--- src/rtl/sound_frame_sequencer.sv ---
// Frame sequencer for the four-channel sound unit.
// Divides clk to the 512 Hz frame step, issues the length/sweep/envelope ticks,
// and owns the per-channel length counters, trigger hold-off and active status.
module sound_frame_sequencer #(
    parameter int CLK_HZ    = 4194304,
    parameter int SEQ_HZ    = 512,
    parameter int INIT_HOLD = 16
) (
    input  logic       clk,
    input  logic       reset_n,
    input  logic       master_en,
    input  logic [3:0] trig,
    input  logic [3:0] len_load,
    input  logic [7:0] len_data,
    input  logic [3:0] len_en,
    input  logic [3:0] dac_en,
    output logic       len_tick,
    output logic       sweep_tick,
    output logic       env_tick,
    output logic [2:0] step,
    output logic [3:0] ch_run,
    output logic [3:0] ch_active
);

    localparam int DIV   = CLK_HZ / SEQ_HZ;
    localparam int DIV_W = (DIV > 1) ? $clog2(DIV) : 1;
    localparam logic [DIV_W-1:0] DIV_LAST  = DIV_W'(DIV - 1);
    localparam logic [7:0]       HOLD_INIT = 8'(INIT_HOLD);

    logic [DIV_W-1:0] div;
    logic [2:0]       next_step;

    // Per-channel length counters and initialize hold-off counters.
    logic [8:0] cnt      [4];
    logic [7:0] hold     [4];
    logic [8:0] load_val [4];
    logic [8:0] max_len  [4];
    logic [3:0] dec;
    logic [3:0] expire;

    assign next_step = step + 3'd1;

    // Clock divider and frame step; ticks are decoded from the step being entered
    // so each one is high for exactly the cycle following the step change.
    always_ff @(posedge clk or negedge reset_n) begin
        if (!reset_n) begin
            div        <= '0;
            step       <= 3'd7;
            len_tick   <= 1'b0;
            sweep_tick <= 1'b0;
            env_tick   <= 1'b0;
        end else if (!master_en) begin
            div        <= '0;
            step       <= 3'd7;
            len_tick   <= 1'b0;
            sweep_tick <= 1'b0;
            env_tick   <= 1'b0;
        end else if (div == DIV_LAST) begin
            div        <= '0;
            step       <= next_step;
            len_tick   <= ~next_step[0];
            sweep_tick <= (next_step[1:0] == 2'b10);
            env_tick   <= (next_step == 3'd7);
        end else begin
            div        <= div + 1'b1;
            len_tick   <= 1'b0;
            sweep_tick <= 1'b0;
            env_tick   <= 1'b0;
        end
    end

    // Load values, reload maxima and decrement/expiry qualifiers per channel;
    // channel 3 (index 2) has the full 8-bit length, the others use 6 bits.
    always_comb begin
        for (int i = 0; i < 4; i++) begin
            load_val[i] = 9'd0;
            max_len[i]  = 9'd0;
            dec[i]      = 1'b0;
            expire[i]   = 1'b0;
            if (i == 2) begin
                load_val[i] = 9'd256 - {1'b0, len_data};
                max_len[i]  = 9'd256;
            end else begin
                load_val[i] = 9'd64 - {3'b000, len_data[5:0]};
                max_len[i]  = 9'd64;
            end
            dec[i]    = len_tick && len_en[i] && (cnt[i] != 9'd0)
                        && !trig[i] && !len_load[i];
            expire[i] = dec[i] && (cnt[i] == 9'd1);
        end
    end

    // Length counters: a register write beats a trigger reload, which beats a tick decrement.
    always_ff @(posedge clk or negedge reset_n) begin
        if (!reset_n) begin
            for (int i = 0; i < 4; i++) begin
                cnt[i] <= 9'd0;
            end
        end else if (!master_en) begin
            for (int i = 0; i < 4; i++) begin
                cnt[i] <= 9'd0;
            end
        end else begin
            for (int i = 0; i < 4; i++) begin
                if (len_load[i]) begin
                    cnt[i] <= load_val[i];
                end else if (trig[i] && (cnt[i] == 9'd0)) begin
                    cnt[i] <= max_len[i];
                end else if (dec[i]) begin
                    cnt[i] <= cnt[i] - 9'd1;
                end
            end
        end
    end

    // Channel status and initialize sequencing: a powered-down DAC always wins,
    // a trigger starts (or restarts) the hold-off, length expiry shuts the channel,
    // otherwise the hold-off counts down and releases ch_run as it reaches zero.
    always_ff @(posedge clk or negedge reset_n) begin
        if (!reset_n) begin
            for (int i = 0; i < 4; i++) begin
                hold[i] <= 8'd0;
            end
            ch_run    <= 4'd0;
            ch_active <= 4'd0;
        end else if (!master_en) begin
            for (int i = 0; i < 4; i++) begin
                hold[i] <= 8'd0;
            end
            ch_run    <= 4'd0;
            ch_active <= 4'd0;
        end else begin
            for (int i = 0; i < 4; i++) begin
                if (!dac_en[i]) begin
                    ch_active[i] <= 1'b0;
                    ch_run[i]    <= 1'b0;
                    hold[i]      <= 8'd0;
                end else if (trig[i]) begin
                    ch_active[i] <= 1'b1;
                    ch_run[i]    <= 1'b0;
                    hold[i]      <= HOLD_INIT;
                end else if (expire[i]) begin
                    ch_active[i] <= 1'b0;
                    ch_run[i]    <= 1'b0;
                    hold[i]      <= 8'd0;
                end else if (hold[i] != 8'd0) begin
                    hold[i] <= hold[i] - 8'd1;
                    if (hold[i] == 8'd1) begin
                        ch_run[i] <= 1'b1;
                    end
                end
            end
        end
    end

endmodule

--- config.mk ---
export PLATFORM = sky130hd
export DESIGN_NAME = sound_frame_sequencer
export DESIGN_NICKNAME = d
export VERILOG_FILES = /design/src/rtl/sound_frame_sequencer.sv
export SDC_FILE = /design/constraint.sdc
export NUM_CORES = 1
export LEC_CHECK = 0
export ABC_AREA = 1
export CORE_MARGIN = 2
export CORE_UTILIZATION = 25
export CTS_CLUSTER_SIZE = 24
export DETAILED_ROUTE_END_ITERATION = 7
export HOLD_SLACK_MARGIN = 0.02
export MAX_ROUTING_LAYER = met4
export RECOVER_POWER = 100
export SYNTH_ARGS = -nofsm -noshare
export SYNTH_HDL_FRONTEND = slang
export SYNTH_SLANG_ARGS = --single-unit
--- constraint.sdc ---
create_clock -name clk -period 1.6 [get_ports clk]
set_input_delay 0.4 -clock clk [delete_from_list [all_inputs] [get_ports clk]]
set_output_delay 0.4 -clock clk [all_outputs]
set_load 0.05 [all_outputs]
==> results.json <==
{
  "outcome": "completed",
  "synthFlopType": "dfrtp_1",
  "first_pass_iters": 5,
  "cts_tree": "built",
  "hp-class": "reg2reg",
  "synthAdderAreaFrac_pct": 5.84,
  "path_cells": "clkdlybuf4s50_1, buf_4, nand2_1, nor2_1, nand2_4, nor3_1",
  "drcViolationCount": 0,
  "clock_sinks": 95,
  "gp_congestion": 0.853,
  "p_total_uw": 7410,
  "die_w_um": 162,
  "synth_top_family_by_area": "simple AND/OR/NAND/NOR gates",
  "portBuffers": 40,
  "clk_latency_ns": 0.35,
  "utilization_pct": 32.7,
  "clockBufferDepth": 2,
  "vias": 5473,
  "die_h_um": 162,
  "antenna_found_initial": 0,
  "rsz0062_at_grt": "true",
  "antenna_cells": 0,
  "synth-seq-cells": 95,
  "post-route-period-util_pct": 94.2,
  "skew_ns": 0.00676,
  "io_pins": 41,
  "slew_violations": 0,
  "grt-ovfl-total": 0,
  "placement_rows": 57,
  "syn_inst": 804,
  "reg2reg_depth": 7,
  "routedWlPerCell_um": 12.1,
  "peakVddDrop_mv": 0.403,
  "dp_slack_ns": -0.449,
  "syn_nets": 860,
  "seq_area_um2": 2380,
  "synthXorXnorAreaFrac_pct": 6.07,
  "power.density_nw_per_um2": 932,
  "nFillCells": 2513,
  "worst_slew_pin_slew_ns": 0.837,
  "synth_top_area_cell": "dfrtp_1",
  "arrival_ns": 1.78,
  "synth_top_area_share_pct": 37.1,
  "cp_num_buf_inv": 2,
  "cp_num_cells": 6,
  "viasPerCell": 4.39,
  "timing.critical_path.fanout_max": 8,
  "grt_util_met2_pct": 20.0,
  "initial_utilization_pct": 25.5,
  "post-route-min-period_ns": 1.51,
  "synth_common_cells": "nand2_1, nor2_1, dfrtp_1",
  "hold_violations": 0,
  "nNetsFinal": 973,
  "async_flop_share_pct": 100,
  "gr-usage-met1_pct": 16.1,
  "grt_pass1_vias": 5346,
  "drive_above_1_share_pct": 22.7,
  "h-tree-depth": 3,
  "critical_path.max_stage_delay_ns": 0.52,
  "crit_required_ns": 1.87,
  "grt_use_met3_pct": 2.36,
  "hold_ws_ns": 0.465,
  "grt_pass1_wl_mm": 25.5,
  "finalSetupViolCount": 0,
  "critical-path-top-delay-family": "buffers and inverters",
  "drtIter0Drc": 311,
  "synthesis.area_um2": 6210,
  "maxCapViolCount": 0,
  "numCtsBuffers": 9,
  "fmax_ghz": 0.663,
  "yosys-top-cells-area": "dfrtp_1, nand2_1, nor2_1, ha_1, nand3_1",
  "synth_warnings": 0,
  "hpwlAfterDp_mm": 11.4,
  "synth-edff-count": 0,
  "grt_usage_pct": 12.5,
  "synth.most_common_cell": "nand2_1",
  "grt_max_degree": 47,
  "critPathKind": "in2reg",
  "grt-busiest-layer": "met2",
  "clk_pin_slew_ns": 0.07,
  "area_growth_syn_to_layout_pct": 28.1,
  "synth_mux_area_share_pct": 0,
  "cpMaxStageDelayCell": "clkdlybuf4s50_1",
  "fin_ws_ns": 0.0921,
  "ys_types": 41,
  "hold_depth": 1,
  "postRouteAntennaNets": 0,
  "coreArea_um2": 24300,
  "root_buffer": "clkbuf_16",
  "cp-start-kind": "primary input",
  "endpoint_kind": "flop",
  "routed_wl_mm": 15.1,
  "maxSlewHeadroom_pct": 44.2,
  "synth_compound_area_share_pct": 5.66,
  "yosysSeqAreaShare_pct": 38.4,
  "synth-simple-area-share_pct": 37.1,
  "dieArea_um2": 26100,
  "p_leak_uw": 0.00390,
  "avgSynthCellArea_um2": 7.72,
  "multiInputGateArea_um2": 3510
}
-- registers in the layout (all words and copies together) (netlist names) --
| register | count |
|---|---|
| cnt | 36 |
| step | 3 |
| len_tick | 1 |
| sweep_tick | 1 |
| ch_active | 4 |
| div | 13 |
| ch_run | 4 |
| env_tick | 1 |
| hold | 32 |
-- metrics by stage --
stage / cells / cell area, um^2 / setup TNS (ns)
finish: 1246 / 7950 / 0
global route: 1246 / 7950 / -0.0285
CTS: 1236 / 7910 / 0
detailed placement: 1219 / 7600 / -19.12
global placement: 1219 / 7600 / -18.08
floorplan: 804 / 6210 / 0
-- path summary, 6_finish.rpt --
| check | start | to | slack (ns) |
|---|---|---|---|
| max | master_en | hold[2] | 0.09 |
| min | div[0] | div[0] | 0.46 |
| max reg2reg | hold[0] | hold[1] | 0.12 |
| min reg2reg | div[0] | div[0] | 0.46 |
| max in group asynchronous | reset_n | ch_active[2] | 0.20 |
| min in group asynchronous | reset_n | div[12] | 0.66 |
-- cells in the final DEF, fill, tap and decap left out, drive strengths merged, types with 25 or more instances in the layout --
cell,netlist,final
nand2,194,194
buf,7,73
inv,101,102
o21ai,41,41
nand4,25,25
ha,29,29
nand3,79,79
nor2,125,125
dfrtp,92,92
xor2,29,29
nor3,32,32
-- what timing repair did --
item                                    4_1_cts  5_1_grt
endpoints found under the setup margin        4       60
pin swaps                                     0        8
resized for setup                             1       33
endpoints found under the hold margin         9        0
setup buffers                                 0       10
hold buffers                                  1        0
-- kinds of logic after synthesis --
group,Yosys count
buffers and inverters,110
xor gates and xnor gates,43
DFF,95
and+or+nand+nor,461
adders and majority gates,29
AOI/OAI and AO/OA,66
-- layout make-up --
type / instances / area share (%)
Sequential cell: 95 / 29.9
Clock buffer: 9 / 2.83
Tap cell: 324 / 5.10
Clock inverter: 7 / 0.913
Multi-Input combinational cell: 599 / 44.2
Timing Repair Buffer: 110 / 12.1
Inverter: 102 / 4.88
-- report_power, final --
group | internal [uW] | switching [uW]
Combinational | 987 | 1440
Sequential | 2580 | 188
Clock | 1220 | 994
-- metal layers --
| metal | up-vias | routed length, um |
|---|---|---|
| met5 | - | 0 |
| met4 | 0 | 178 |
| met3 | 18 | 597 |
| met2 | 97 | 7110 |
| met1 | 2556 | 7240 |
| li1 | 2802 | - |
(Power assumes the default switching activity.)
